### src/rtl/multi_deque_pkg.sv
// Shared definitions for the multi-channel deque.
//   op_e    : command encoding carried on the 2-bit op bus
//   is_pop  : true for POP_BACK / POP_FRONT (op[1] set)
//   sel_w   : width of a channel-select bus for a given channel count (min 1)
package multi_deque_pkg;

    typedef enum logic [1:0] {
        OP_PUSH_BACK  = 2'b00,
        OP_PUSH_FRONT = 2'b01,
        OP_POP_BACK   = 2'b10,
        OP_POP_FRONT  = 2'b11
    } op_e;

    function automatic logic is_pop(input logic [1:0] op);
        return op[1];
    endfunction

    function automatic int sel_w(input int n);
        return (n > 1) ? $clog2(n) : 1;
    endfunction

endpackage

### src/rtl/deque_channel.sv
// One double-ended queue held as a circular buffer.
//   clk, rst   : clock, synchronous active-high reset (clears head/count only)
//   sel        : this channel is addressed this cycle
//   in_valid   : command strobe; op selects push/pop at front/back
//   flush      : empty the channel when selected; overrides in_valid
//   data_in    : push data
//   rd_data    : combinational word at the index the current op would pop
//   pop_ok     : a pop is accepted this cycle
//   rej        : the selected command is rejected (push when full / pop when empty)
//   empty/full : derived from the registered count
module deque_channel
    import multi_deque_pkg::*;
#(
    parameter int WIDTH = 8,
    parameter int DEPTH = 16
) (
    input  logic             clk,
    input  logic             rst,
    input  logic             sel,
    input  logic             in_valid,
    input  logic [1:0]       op,
    input  logic             flush,
    input  logic [WIDTH-1:0] data_in,
    output logic [WIDTH-1:0] rd_data,
    output logic             pop_ok,
    output logic             rej,
    output logic             empty,
    output logic             full
);

    localparam int AW = $clog2(DEPTH);
    localparam int CW = $clog2(DEPTH + 1);

    logic [WIDTH-1:0] mem_q [DEPTH];
    logic [AW-1:0]    head_q, head_d;
    logic [CW-1:0]    count_q, count_d;
    logic [AW-1:0]    cnt_lo;
    logic [AW-1:0]    wr_idx, rd_idx;
    logic             wr_en;
    logic             cmd;

    // count==DEPTH truncates to 0 here, which is harmless: a full channel
    // never accepts a push, and pop-back uses cnt_lo-1 which wraps correctly.
    assign cnt_lo = count_q[AW-1:0];
    assign empty  = (count_q == '0);
    assign full   = (count_q == CW'(DEPTH));
    assign rd_idx = (op_e'(op) == OP_POP_BACK) ? (head_q + cnt_lo - AW'(1)) : head_q;
    assign rd_data = mem_q[rd_idx];

    always_comb begin
        head_d  = head_q;
        count_d = count_q;
        wr_en   = 1'b0;
        wr_idx  = head_q + cnt_lo;
        pop_ok  = 1'b0;
        rej     = 1'b0;
        cmd     = sel & in_valid & ~flush;

        if (sel && flush) begin
            head_d  = '0;
            count_d = '0;
        end else if (cmd) begin
            case (op_e'(op))
                OP_PUSH_BACK: begin
                    if (full) begin
                        rej = 1'b1;
                    end else begin
                        wr_en   = 1'b1;
                        count_d = count_q + CW'(1);
                    end
                end
                OP_PUSH_FRONT: begin
                    if (full) begin
                        rej = 1'b1;
                    end else begin
                        wr_en   = 1'b1;
                        wr_idx  = head_q - AW'(1);
                        head_d  = head_q - AW'(1);
                        count_d = count_q + CW'(1);
                    end
                end
                OP_POP_BACK: begin
                    if (empty) begin
                        rej = 1'b1;
                    end else begin
                        pop_ok  = 1'b1;
                        count_d = count_q - CW'(1);
                    end
                end
                default: begin
                    if (empty) begin
                        rej = 1'b1;
                    end else begin
                        pop_ok  = 1'b1;
                        head_d  = head_q + AW'(1);
                        count_d = count_q - CW'(1);
                    end
                end
            endcase
        end
    end

    always_ff @(posedge clk) begin
        if (rst) begin
            head_q  <= '0;
            count_q <= '0;
        end else begin
            head_q  <= head_d;
            count_q <= count_d;
        end
    end

    // Storage is not reset; writes are blocked while reset is asserted.
    always_ff @(posedge clk) begin
        if (wr_en && !rst) begin
            mem_q[wr_idx] <= data_in;
        end
    end

endmodule

### src/rtl/multi_deque.sv
// NUM_CH independent deques behind one command port and one data bus.
//   clk, rst  : clock, synchronous active-high reset
//   ch_sel    : channel addressed by in_valid / flush
//   in_valid  : command strobe; op = PUSH_BACK/PUSH_FRONT/POP_BACK/POP_FRONT
//   flush     : empty the selected channel; overrides in_valid
//   data_in   : push data
//   data_out  : registered popped word, held until the next successful pop
//   out_valid : one-cycle pulse after a successful pop
//   err       : one-cycle pulse after a rejected command
//   empty/full: per-channel status from registered counts
module multi_deque
    import multi_deque_pkg::*;
#(
    parameter int NUM_CH = 2,
    parameter int DEPTH  = 16,
    parameter int WIDTH  = 8,
    localparam int CH_W  = sel_w(NUM_CH)
) (
    input  logic              clk,
    input  logic              rst,
    input  logic [CH_W-1:0]   ch_sel,
    input  logic              in_valid,
    input  logic [1:0]        op,
    input  logic              flush,
    input  logic [WIDTH-1:0]  data_in,
    output logic [WIDTH-1:0]  data_out,
    output logic              out_valid,
    output logic              err,
    output logic [NUM_CH-1:0] empty,
    output logic [NUM_CH-1:0] full
);

    localparam logic [CH_W:0] NUM_CH_L = (CH_W + 1)'(NUM_CH);

    logic [NUM_CH-1:0] sel;
    logic [NUM_CH-1:0] pop_ok;
    logic [NUM_CH-1:0] rej;
    logic [WIDTH-1:0]  rd_data [NUM_CH];
    logic [WIDTH-1:0]  rd_mux;
    logic              range_err;

    logic [WIDTH-1:0]  data_out_q, data_out_d;
    logic              out_valid_q, out_valid_d;
    logic              err_q, err_d;

    for (genvar i = 0; i < NUM_CH; i++) begin : g_ch
        assign sel[i] = ({1'b0, ch_sel} == (CH_W + 1)'(i));

        deque_channel #(
            .WIDTH (WIDTH),
            .DEPTH (DEPTH)
        ) u_ch (
            .clk      (clk),
            .rst      (rst),
            .sel      (sel[i]),
            .in_valid (in_valid),
            .op       (op),
            .flush    (flush),
            .data_in  (data_in),
            .rd_data  (rd_data[i]),
            .pop_ok   (pop_ok[i]),
            .rej      (rej[i]),
            .empty    (empty[i]),
            .full     (full[i])
        );
    end

    assign range_err = (in_valid | flush) && ({1'b0, ch_sel} >= NUM_CH_L);

    always_comb begin
        rd_mux = '0;
        for (int unsigned i = 0; i < NUM_CH; i++) begin
            if (sel[i]) rd_mux = rd_data[i];
        end
    end

    always_comb begin
        out_valid_d = |pop_ok;
        err_d       = (|rej) | range_err;
        data_out_d  = (|pop_ok) ? rd_mux : data_out_q;
    end

    always_ff @(posedge clk) begin
        if (rst) begin
            data_out_q  <= '0;
            out_valid_q <= 1'b0;
            err_q       <= 1'b0;
        end else begin
            data_out_q  <= data_out_d;
            out_valid_q <= out_valid_d;
            err_q       <= err_d;
        end
    end

    assign data_out  = data_out_q;
    assign out_valid = out_valid_q;
    assign err       = err_q;

endmodule

### config.mk
export PLATFORM = sky130hd
export DESIGN_NAME = multi_deque
export DESIGN_NICKNAME = d
export VERILOG_FILES = /design/src/rtl/multi_deque_pkg.sv /design/src/rtl/deque_channel.sv /design/src/rtl/multi_deque.sv
export SDC_FILE = /design/constraint.sdc
export NUM_CORES = 1
export LEC_CHECK = 0
export CAP_MARGIN = 15
export CORE_AREA = 2 2 145 147
export DETAILED_ROUTE_END_ITERATION = 7
export DIE_AREA = 0 0 147 149
export DONT_BUFFER_PORTS = 1
export GPL_TIMING_DRIVEN = 0
export PLACE_DENSITY = 0.84
export SLEW_MARGIN = 10
export SYNTH_ARGS = -nofsm -noshare
export SYNTH_HDL_FRONTEND = slang
export SYNTH_SLANG_ARGS = --single-unit
### constraint.sdc
create_clock -name clk -period 4 [get_ports clk]
set_input_delay 0.2 -clock clk [delete_from_list [all_inputs] [get_ports clk]]
set_output_delay 0.2 -clock clk [all_outputs]
set_load 0.005 [all_outputs]
==> metrics.txt, run 1 <==
most common library cell in the layout ignoring fill and taps=edfxtp_1; commonest register cell after synthesis=edfxtp_1; Async SR Flop Fraction=0%; post-synthesis instance area=between 0.01 and 0.015 sq mm; Net Sw Power=~1300 uW; global router's overall resource usage=24.6%; synth-to-layout area growth=13.3%; post-place instance area=about 0.012 sq mm; Max Clock Skew=between 0.01 and 0.015 ns; achievable frequency=about 260 MHz; setup-violating endpoint count in the final report=0; Clk pin slew, worst setup/hold paths=~0.06 ns; global-route wire length before repair=around 40,000 um; via density per instance=6.25; post-synthesis cell type count=roughly 50; number of placed cells counting well taps=between 900 and 1k; Via Count=6,576; classification of the worst-slack hold path=in2reg; root buf cell=clkbuf_16; number of input and output port buffers inserted=0; ranking of synthesized cells by area=edfxtp_1, mux4_2, dfxtp_1; Setup Crit Path Kind=reg2reg; die width=between 100 and 150 um; final layout net count=around 800; clock tree from TritonCTS=built; maximum fanout along the worst path=10; number of iterations in the first detailed-routing pass=5; fraction of post-synthesis cell area in the top cell type by area=63.6%; final std cell area, no fill=0.0137 sq mm; cell count after synthesis=roughly 700; total of max-cap violations=0; final RePlAce weighted congestion=0.849; proportion of power drawn by the clock network=39.8%; min setup slack post-route=0.196 ns; number of DRC violations after detailed-routing iteration 0=~700; # fillers=1,314; Cell Count, Final, Fillers Out=about 1.1k; actual transition at the worst max-transition pin=1.13 ns; maximum level of the CTS H-tree=1; flip-flop and latch count after synthesis=around 280; vias in the first global route=6,700; count of antenna diodes in the layout=0; number of antenna violations at the first check in global routing=0; clock tree sinks=approximately 280; LEAKAGE=between 0.004 and 0.005 uW; status=finished, final reports clean; Std-Cell Rows=between 50 and 60; Max Root-Sink Buffers=3; Fin Setup TNS=0 ns; count of cells along the worst register-to-register path=12; Cell Pwr Density=~450 mW/mm^2; cell-internal power=slightly below 5000 uW; worst path arrival time=between 4 and 5 ns; final period demand of the worst path=about 3.8 ns; required time of the critical path=4.38 ns; startpoint class of the critical path=flop; Total Routed Length=between 20,000 and 30,000 um; mean instance size in the synthesized netlist=17.4 sq um; Post-synth EDFFs=between 200 and 300; highest-count cells in the layout ignoring fill and taps=edfxtp_1, mux4_2, nor2_1; total congestion overflow=0; unrepaired setup endpoints after global routing=no; worst relative slew slack=around a quarter; post-place setup slack=-0.327 ns; remaining design rule violation count=0; worst supply voltage drop on vdd=approximately 0.00036 V; y dimension of the die=approximately 150 um; detailed placer's ending HPWL=around 17,000 um; sw frac=between 20 and 25%; proportion of power drawn by flip-flops and latches=52.9%; average wire per standard cell=25.0 um; pin count of the biggest net entering global routing=33; Power, Total=6130 uW; final number of hold-violating endpoints=0; floorplan die area=roughly 0.022 sq mm; core footprint=~0.021 sq mm; Final period util=95.1%; syn nets=732; Max Slew Vio Count=0; critical path endpoint category=flop; clock insertion delay at the later pin of the skew report=between 0.5 and 0.6 ns; yosys synthesis warning count=0; number of buffers added by the clock tree synthesis step=28; post-route antenna net violation count=0; number of instances on the worst hold path=3; Synth area leader=edfxtp_1; Boundary Pins=29; effective utilization at floorplan=about 59%; share of cells above drive strength 1=20.7%; sequential area share after synthesis=between 60% and 70%; part of the power in combinational logic=approximately 7.3%
==> worst paths after layout <==
kind | start | end | slack [ns]
max reg2reg | g_ch[0].u_ch.head_q[0] | data_out[6] | 0.20
min reg2reg | g_ch[1].u_ch.count_q[3] | g_ch[1].u_ch.count_q[3] | 0.55
max | g_ch[0].u_ch.head_q[0] | data_out[6] | 0.20
min | op[1] | g_ch[0].u_ch.count_q[1] | 0.05
==> routing by layer <==
layer / track usage, % / vias up / part of all wire (%)
met5: 0 / - / 0
met4: 7.21 / 0 / 3.4
met3: 3.06 / 65 / 5.4
met2: 44.0 / 268 / 53
met1: 32.0 / 3349 / 39
li1: - / 2894 / -
==> cell families after synthesis <==
kind of cell / Yosys count / share of synthesized area, %
xor gates and xnor gates: 34 / 2.88
buffers and inverters: 47 / 1.85
and+or+nand+nor: 125 / 4.93
muxes: 108 / 15.4
DFF: 284 / 68.2
AOI/OAI and AO/OA: 75 / 4.19
adders and majority gates: 22 / 2.52
==> timing repair <==
action / 4_1_cts / 5_1_grt
hold buffers: 21 / 0
buffers inserted: 3 / 0
endpoints found under the hold margin: 260 / 0
gates resized for setup: 1 / 3
endpoints found under the setup margin: 7 / 5
==> cell type report <==
cell class | count | area (sq um) | area share, %
clock inverter | 11 | 65.1 | 0.475
timing repair buffer | 33 | 363 | 2.65
sequential | 284 | 8250 | 60.2
buffer | 29 | 158 | 1.15
multi-input combinational | 364 | 3670 | 26.8
tap | 275 | 344 | 2.51
inverter | 18 | 67.6 | 0.493
clock buffer | 38 | 790 | 5.76
==> through the flow <==
stage / hold slack, ns / util, %
after floorplan: 0.289 / -
after global placement: 0.295 / 60.5
after detailed placement: 0.301 / 60.8
after CTS: 0.0350 / 66.5
after global routing: 0.0613 / 66.7
final: 0.0498 / 66.7
==> Yosys cell counts (all sizes together), types with 8 or more instances <==
cell type,instances
edfxtp,256
mux4,60
mux2i,37
nor2,36
nor3,31
dfxtp,28
nand2,27
a21oi,25
xnor2,20
buf,19
ha,18
inv,18
mux2,11
xor2,11
clkbuf,10
a31oi,9
nand2b,9
a21o,8
==> flip-flops by register name, indices dropped and copies added, names as in the netlist <==
| signal | count |
|---|---|
| out_valid | 1 |
| data_out | 8 |
| g_ch.u_ch.count_q | 10 |
| g_ch.u_ch.mem_q | 256 |
| g_ch.u_ch.head_q | 8 |
| err | 1 |
==> critical path, stage by stage, from the launching register on <==
cell	delay [ns]
dfxtp_2	0.38
ha_1	0.22
fa_1	0.57
inv_1	0.10
ha_1	0.20
xor3_1	0.40
mux2i_4	0.22
buf_2	0.33
mux4_2	0.39
mux2i_1	0.17
a21oi_1	0.09
a221oi_1	0.34
o221ai_1	0.22
==> power groups by stage <==
| stage | registers (uW) | clock network [uW] | logic [uW] |
|---|---|---|---|
| floorplan | 3310 | 0 | 282 |
| global placement | 3310 | 0 | 355 |
| detailed placement | 3310 | 0 | 368 |
| CTS | 3250 | 2440 | 447 |
| global route | 3240 | 2570 | 481 |
| finish | 3250 | 2440 | 449 |
No activity file was read; power rests on OpenSTA's default activity.
==> run 2, diff against run 1 <==
CORE_AREA = 2 2 159 161   (was 2 2 145 147)
DIE_AREA = 0 0 161 163   (was 0 0 147 149)
PLACE_DENSITY = 0.73   (was 0.84)
clock period = 4.7 ns   (was 4 ns; I/O delays follow)
==> run 2 against run 1 <==
  * Setup slack gained 0.064 ns
  * Via count shrank 2.3%
  * Design area grew 0.13%
  * Critical path type unchanged
==> metrics.txt, run 2 (synthesized netlist as in run 1, its figures left out) <==
register with the most flip-flops=g_ch.u_ch.mem_q; clock tree sinks=~280; y dimension of the die=about 160 um; min setup slack post-route=between 0.2 and 0.3 ns; final number of hold-violating endpoints=0; share of cells above drive strength 1=slightly below 20%; die width=between 150 and 200 um; achievable frequency=225 MHz; post-place setup slack=0.379 ns; Via Count=between 6k and 7k; classification of the worst-slack hold path=in2reg; total buffers and inverters traversed by the critical path=2; global-route wire length before repair=38,200 um; number of antenna violations at the first check in global routing=2; clock insertion delay at the later pin of the skew report=0.55 ns; count of antenna diodes in the layout=0; number of input and output port buffers inserted=0; start point of the worst hold path=op[1]; setup-violating endpoint count in the final report=0; highest-count cells in the layout ignoring fill and taps=edfxtp_1, mux4_2, nor2_1; number of placed cells counting well taps=around 1k; vias in the first global route=6,498; launching point of the worst reg2reg path=g_ch[0].u_ch.head_q[0]; gate family responsible for the most delay along the worst path=multiplexers; effective utilization at floorplan=49.0%; floorplan die area=~0.026 sq mm; cell with the largest stage delay on the worst path=mux2i_2; final period demand of the worst path=~4.4 ns; required time of the critical path=around 5.1 ns; remaining design rule violation count=0; Post-CTS Resized=0; detailed placer's ending HPWL=roughly 17,000 um; worst relative slew slack=between 20 and 30%; setup fix buffers added after clock tree synthesis=0; global router's overall resource usage=approximately 19%; Cell Count, Final, Fillers Out=between 1k and 1.5k; Final period util=between 90% and 100%; final RePlAce weighted congestion=0.841; Std-Cell Rows=just under 60; post-route antenna net violation count=0; Fin Setup TNS=0 ns; unrepaired setup endpoints after global routing=no; Max Slew Vio Count=0; flip-flop count of the largest register after layout=between 200 and 300; maximum fanout along the worst path=10; Max Clock Skew=between 0.01 and 0.015 ns; Clk pin slew, worst setup/hold paths=approximately 0.060 ns; final layout net count=roughly 790; maximum level of the CTS H-tree=1; list of cells traversed by the critical path=ha_1 -> fa_1 -> inv_1 -> ha_1 -> xor3_1 -> mux2i_2 -> buf_2 -> mux4_2 -> mux2i_1 -> a21oi_1 -> a221oi_1 -> o221ai_1; number of instances on the worst hold path=3; startpoint class of the critical path=flop; Cell Pwr Density=roughly 380 mW/mm^2; count of cells along the worst register-to-register path=12; worst slack on hold paths=just over 0.08 ns; number of DRC violations after detailed-routing iteration 0=roughly 540; critical path's most frequent cell=ha_1; Total Routed Length=24,700 um; total of max-cap violations=0; actual transition at the worst max-transition pin=approximately 1.0 ns; pin count of the biggest net entering global routing=33; # hold bufs at CTS=19; average wire per standard cell=~22 um; Boundary Pins=29; core footprint=0.0247 sq mm; worst supply voltage drop on vdd=roughly 0.00035 V; post-route core utilization=a little under three fifths; most common library cell in the layout ignoring fill and taps=edfxtp_1; root buf cell=clkbuf_16; critical path endpoint category=flop; worst path arrival time=between 4 and 5 ns; number of logic stages on the critical path including buffering=12; number of buffers added by the clock tree synthesis step=29; synth-to-layout area growth=13.4%; via density per instance=between 5 and 6; Setup Crit Path Kind=reg2reg; # fillers=1,844; Worst Setup SP=g_ch[0].u_ch.head_q[0]; status=finished, final reports clean; largest stage delay on the critical path=0.68 ns; Largest regs=g_ch.u_ch.mem_q x256, g_ch.u_ch.count_q x10; LEAKAGE=around 0.0046 uW; number of iterations in the first detailed-routing pass=5; total congestion overflow=0; clock tree from TritonCTS=built; Max Root-Sink Buffers=3
==> run 2: cell types whose count changed in the layout (fill, tap and decap cells not counted), moves of 3 or more <==
cell and change:
buf_4 -5, clkbuf_8 -3, clkinv_1 +5, nor3_1 -4, nor3_2 +4
==> run 2: worst min-delay path: cells and delay by family <==
family / cells / cell delay, ns
fa+ha+maj: 1 / 0.18
buf+inv: 1 / 0.10
compound gates: 1 / 0.06
==> run 2: metrics by stage <==
stage,total power [uW],cell area [sq um]
after floorplan,3050,12100
final,5230,13700
after CTS,5260,13700
after global placement,3120,12500
after global routing,5380,13700
after detailed placement,3130,12600
==> run 2: path summary, 6_finish.rpt <==
check	to	slack [ns]
worst min register to register	g_ch[0].u_ch.count_q[3]	0.54
worst min-delay path	g_ch[0].u_ch.count_q[1]	0.08
worst max-delay path	data_out[0]	0.26
worst max register to register	data_out[0]	0.26
==> run 2: area by class of cell <==
| cell class | count | area (sq um) | area share (%) |
|---|---|---|---|
| repair buffers | 26 | 305 | 2.23 |
| flip-flops and latches | 284 | 8250 | 60.1 |
| clock inverters | 16 | 108 | 0.784 |
| well taps | 330 | 413 | 3.01 |
| clock buffers | 34 | 744 | 5.43 |
| inverters | 18 | 67.6 | 0.492 |
| multi-input cells | 364 | 3680 | 26.8 |
| plain buffers | 29 | 156 | 1.14 |
==> run 2: power breakdown <==
group	internal, uW	switching, uW
clock network	1180	921
registers	2760	7.41
logic	164	206
==> run 2: layer usage <==
metal	share of wire [%]	up-vias	global-route usage [%]	wire (um)
li1	-	2885	-	-
met1	41	3259	25.1	10100
met2	50	222	33.6	12400
met3	5.8	56	3.13	1430
met4	3.1	4	6.01	773
met5	0.089	-	0	22
==> run 3, diff against run 2 <==
CORE_AREA = 2 2 130 196   (was 2 2 159 161)
DIE_AREA = 0 0 132 198   (was 0 0 161 163)
clock period = 5.7 ns   (was 4.7 ns; I/O delays follow)
==> run 3 against run 2 <==
  * Clock-buffer cell count down 1
  * Die area down 0.41%
  * Total power down 20%
  * Highest routed layer unchanged
  * Combinational power down 17%
  * Wire length up 3.4%
  * Critical endpoint is now data_out[6]
==> metrics.txt, run 3 (synthesized netlist as in run 1, its figures left out) <==
startpoint class of the critical path=flop; number of buffers added by the clock tree synthesis step=25; Fin Setup TNS=0 ns; synth-to-layout area growth=12.2%; Via Count=6,453; list of cells traversed by the critical path=ha_1 -> fa_1 -> inv_1 -> ha_1 -> xor3_1 -> mux2i_2 -> buf_2 -> mux4_2 -> mux2i_1 -> a21oi_1 -> a221oi_1 -> o221ai_1; Setup Crit Path Kind=reg2reg; Largest regs=g_ch.u_ch.mem_q x256, g_ch.u_ch.count_q x10; clock tree from TritonCTS=built; count of antenna diodes in the layout=0; floorplan die area=about 0.026 sq mm; # fillers=between 1.5k and 2k; number of antenna violations at the first check in global routing=0; remaining design rule violation count=0; total of max-cap violations=0; critical path endpoint category=flop; via density per instance=about 5.9; Max Root-Sink Buffers=3; total congestion overflow=0; Final period util=between 70% and 80%; critical path's most frequent cell=ha_1; Boundary Pins=29; LEAKAGE=0.00454 uW; register with the most flip-flops=g_ch.u_ch.mem_q; total buffers and inverters traversed by the critical path=2; worst relative slew slack=between 30% and 40%; root buf cell=clkbuf_16; gate family responsible for the most delay along the worst path=multiplexers; pin count of the biggest net entering global routing=33; final RePlAce weighted congestion=approximately 0.89; number of iterations in the first detailed-routing pass=7; required time of the critical path=between 6 and 7 ns; unrepaired setup endpoints after global routing=no; flip-flop count of the largest register after layout=256; worst supply voltage drop on vdd=0.000203 V; number of DRC violations after detailed-routing iteration 0=501; Std-Cell Rows=71; setup-violating endpoint count in the final report=0; achievable frequency=roughly 230 MHz; post-route antenna net violation count=0; worst slack on hold paths=0.0417 ns; final period demand of the worst path=around 4.4 ns; actual transition at the worst max-transition pin=about 0.95 ns; largest stage delay on the critical path=about 0.67 ns; cell with the largest stage delay on the worst path=mux2i_2; die width=around 130 um; status=finished, final reports clean; vias in the first global route=around 6.7k; Max Clock Skew=around 0.019 ns; effective utilization at floorplan=around half; global-route wire length before repair=39,000 um; final layout net count=roughly 800; maximum fanout along the worst path=10; most common library cell in the layout ignoring fill and taps=edfxtp_1; Max Slew Vio Count=0; Total Routed Length=between 20,000 and 30,000 um; final number of hold-violating endpoints=0; highest-count cells in the layout ignoring fill and taps=edfxtp_1, mux4_2, nor2_1; Clk pin slew, worst setup/hold paths=approximately 0.060 ns; clock tree sinks=~280; detailed placer's ending HPWL=approximately 17,000 um; maximum level of the CTS H-tree=1; global router's overall resource usage=19.8%; clock insertion delay at the later pin of the skew report=0.54 ns; number of input and output port buffers inserted=0; worst path arrival time=4.83 ns; Cell Pwr Density=between 300 and 400 mW/mm^2; Post-CTS Resized=0; core footprint=roughly 0.025 sq mm; y dimension of the die=a little under 200 um; average wire per standard cell=~24 um; share of cells above drive strength 1=between 10% and 20%; classification of the worst-slack hold path=in2reg
[run 3: changes by cell type in the layout (fill, tap and decap cells not counted), sizes merged]
| cell | delta |
|---|---|
| buf | -1 |
| bufinv | +1 |
| clkinv | -6 |
| clkinvlp | +1 |
| dlygate4sd3 | -8 |
[run 3: metal layers]
layer  vias to the layer above  share of wire [%]  global-route usage [%]  wire (um)
li1                       2849                  -                       -          -
met1                      3288                 37                    23.4       9460
met2                       243                 51                    34.3      13100
met3                        71                6.5                    3.38       1660
met4                         2                5.3                    11.2       1350
met5                         -               0.17                   0.958         43
[run 3: what timing repair did]
action | in CTS | in global routing
buffers inserted | 0 | 0
hold endpoints to repair | 258 | 0
hold buffers | 13 | 0
endpoints found under the setup margin | 0 | 0
[run 3: layout make-up]
cell class                      count  area [sq um]  area share (%)
Sequential cell                   284          8250            60.8
Multi-Input combinational cell    364          3680            27.1
Clock buffer                       33           656            4.83
Tap cell                          328           410            3.02
Timing Repair Buffer               18           235            1.73
Buffer                             29           156            1.15
Clock inverter                     12           116           0.857
Inverter                           18          67.6           0.498
[run 3: metrics by stage]
stage | power (uW) | instance area [sq um] | std cells | worst slack [ns] | utilization [%]
2_1_floorplan | 2520 | 12100 | 695 | 2.32 | -
3_3_place_gp | 2580 | 12500 | 1023 | 1.40 | 50.8
3_5_place_dp | 2580 | 12500 | 1026 | 1.29 | 50.9
4_1_cts | 4220 | 13500 | 1084 | 1.28 | 54.9
5_1_grt | 4320 | 13600 | 1086 | 1.10 | 55.2
6_report | 4200 | 13600 | 1086 | 1.27 | 55.2
[run 3: final timing paths]
path,start,endpoint,slack [ns],cells past startpoint
hold reg to reg,g_ch[0].u_ch.count_q[3],g_ch[0].u_ch.count_q[3],0.55,2
hold / removal,data_in[2],g_ch[1].u_ch.mem_q[13][2],0.04,1
setup / recovery,g_ch[0].u_ch.head_q[0],data_out[6],1.27,12
setup reg to reg,g_ch[0].u_ch.head_q[0],data_out[6],1.27,12
[run 3: power by group]
| group | leakage [uW] | total, uW | switching, uW | internal [uW] |
|---|---|---|---|---|
| logic | 0.00164 | 308 | 173 | 134 |
| registers | 0.00253 | 2280 | 6.15 | 2270 |
| clock network | 0.000373 | 1620 | 712 | 903 |
| total | 0.00454 | 4200 | 891 | 3310 |
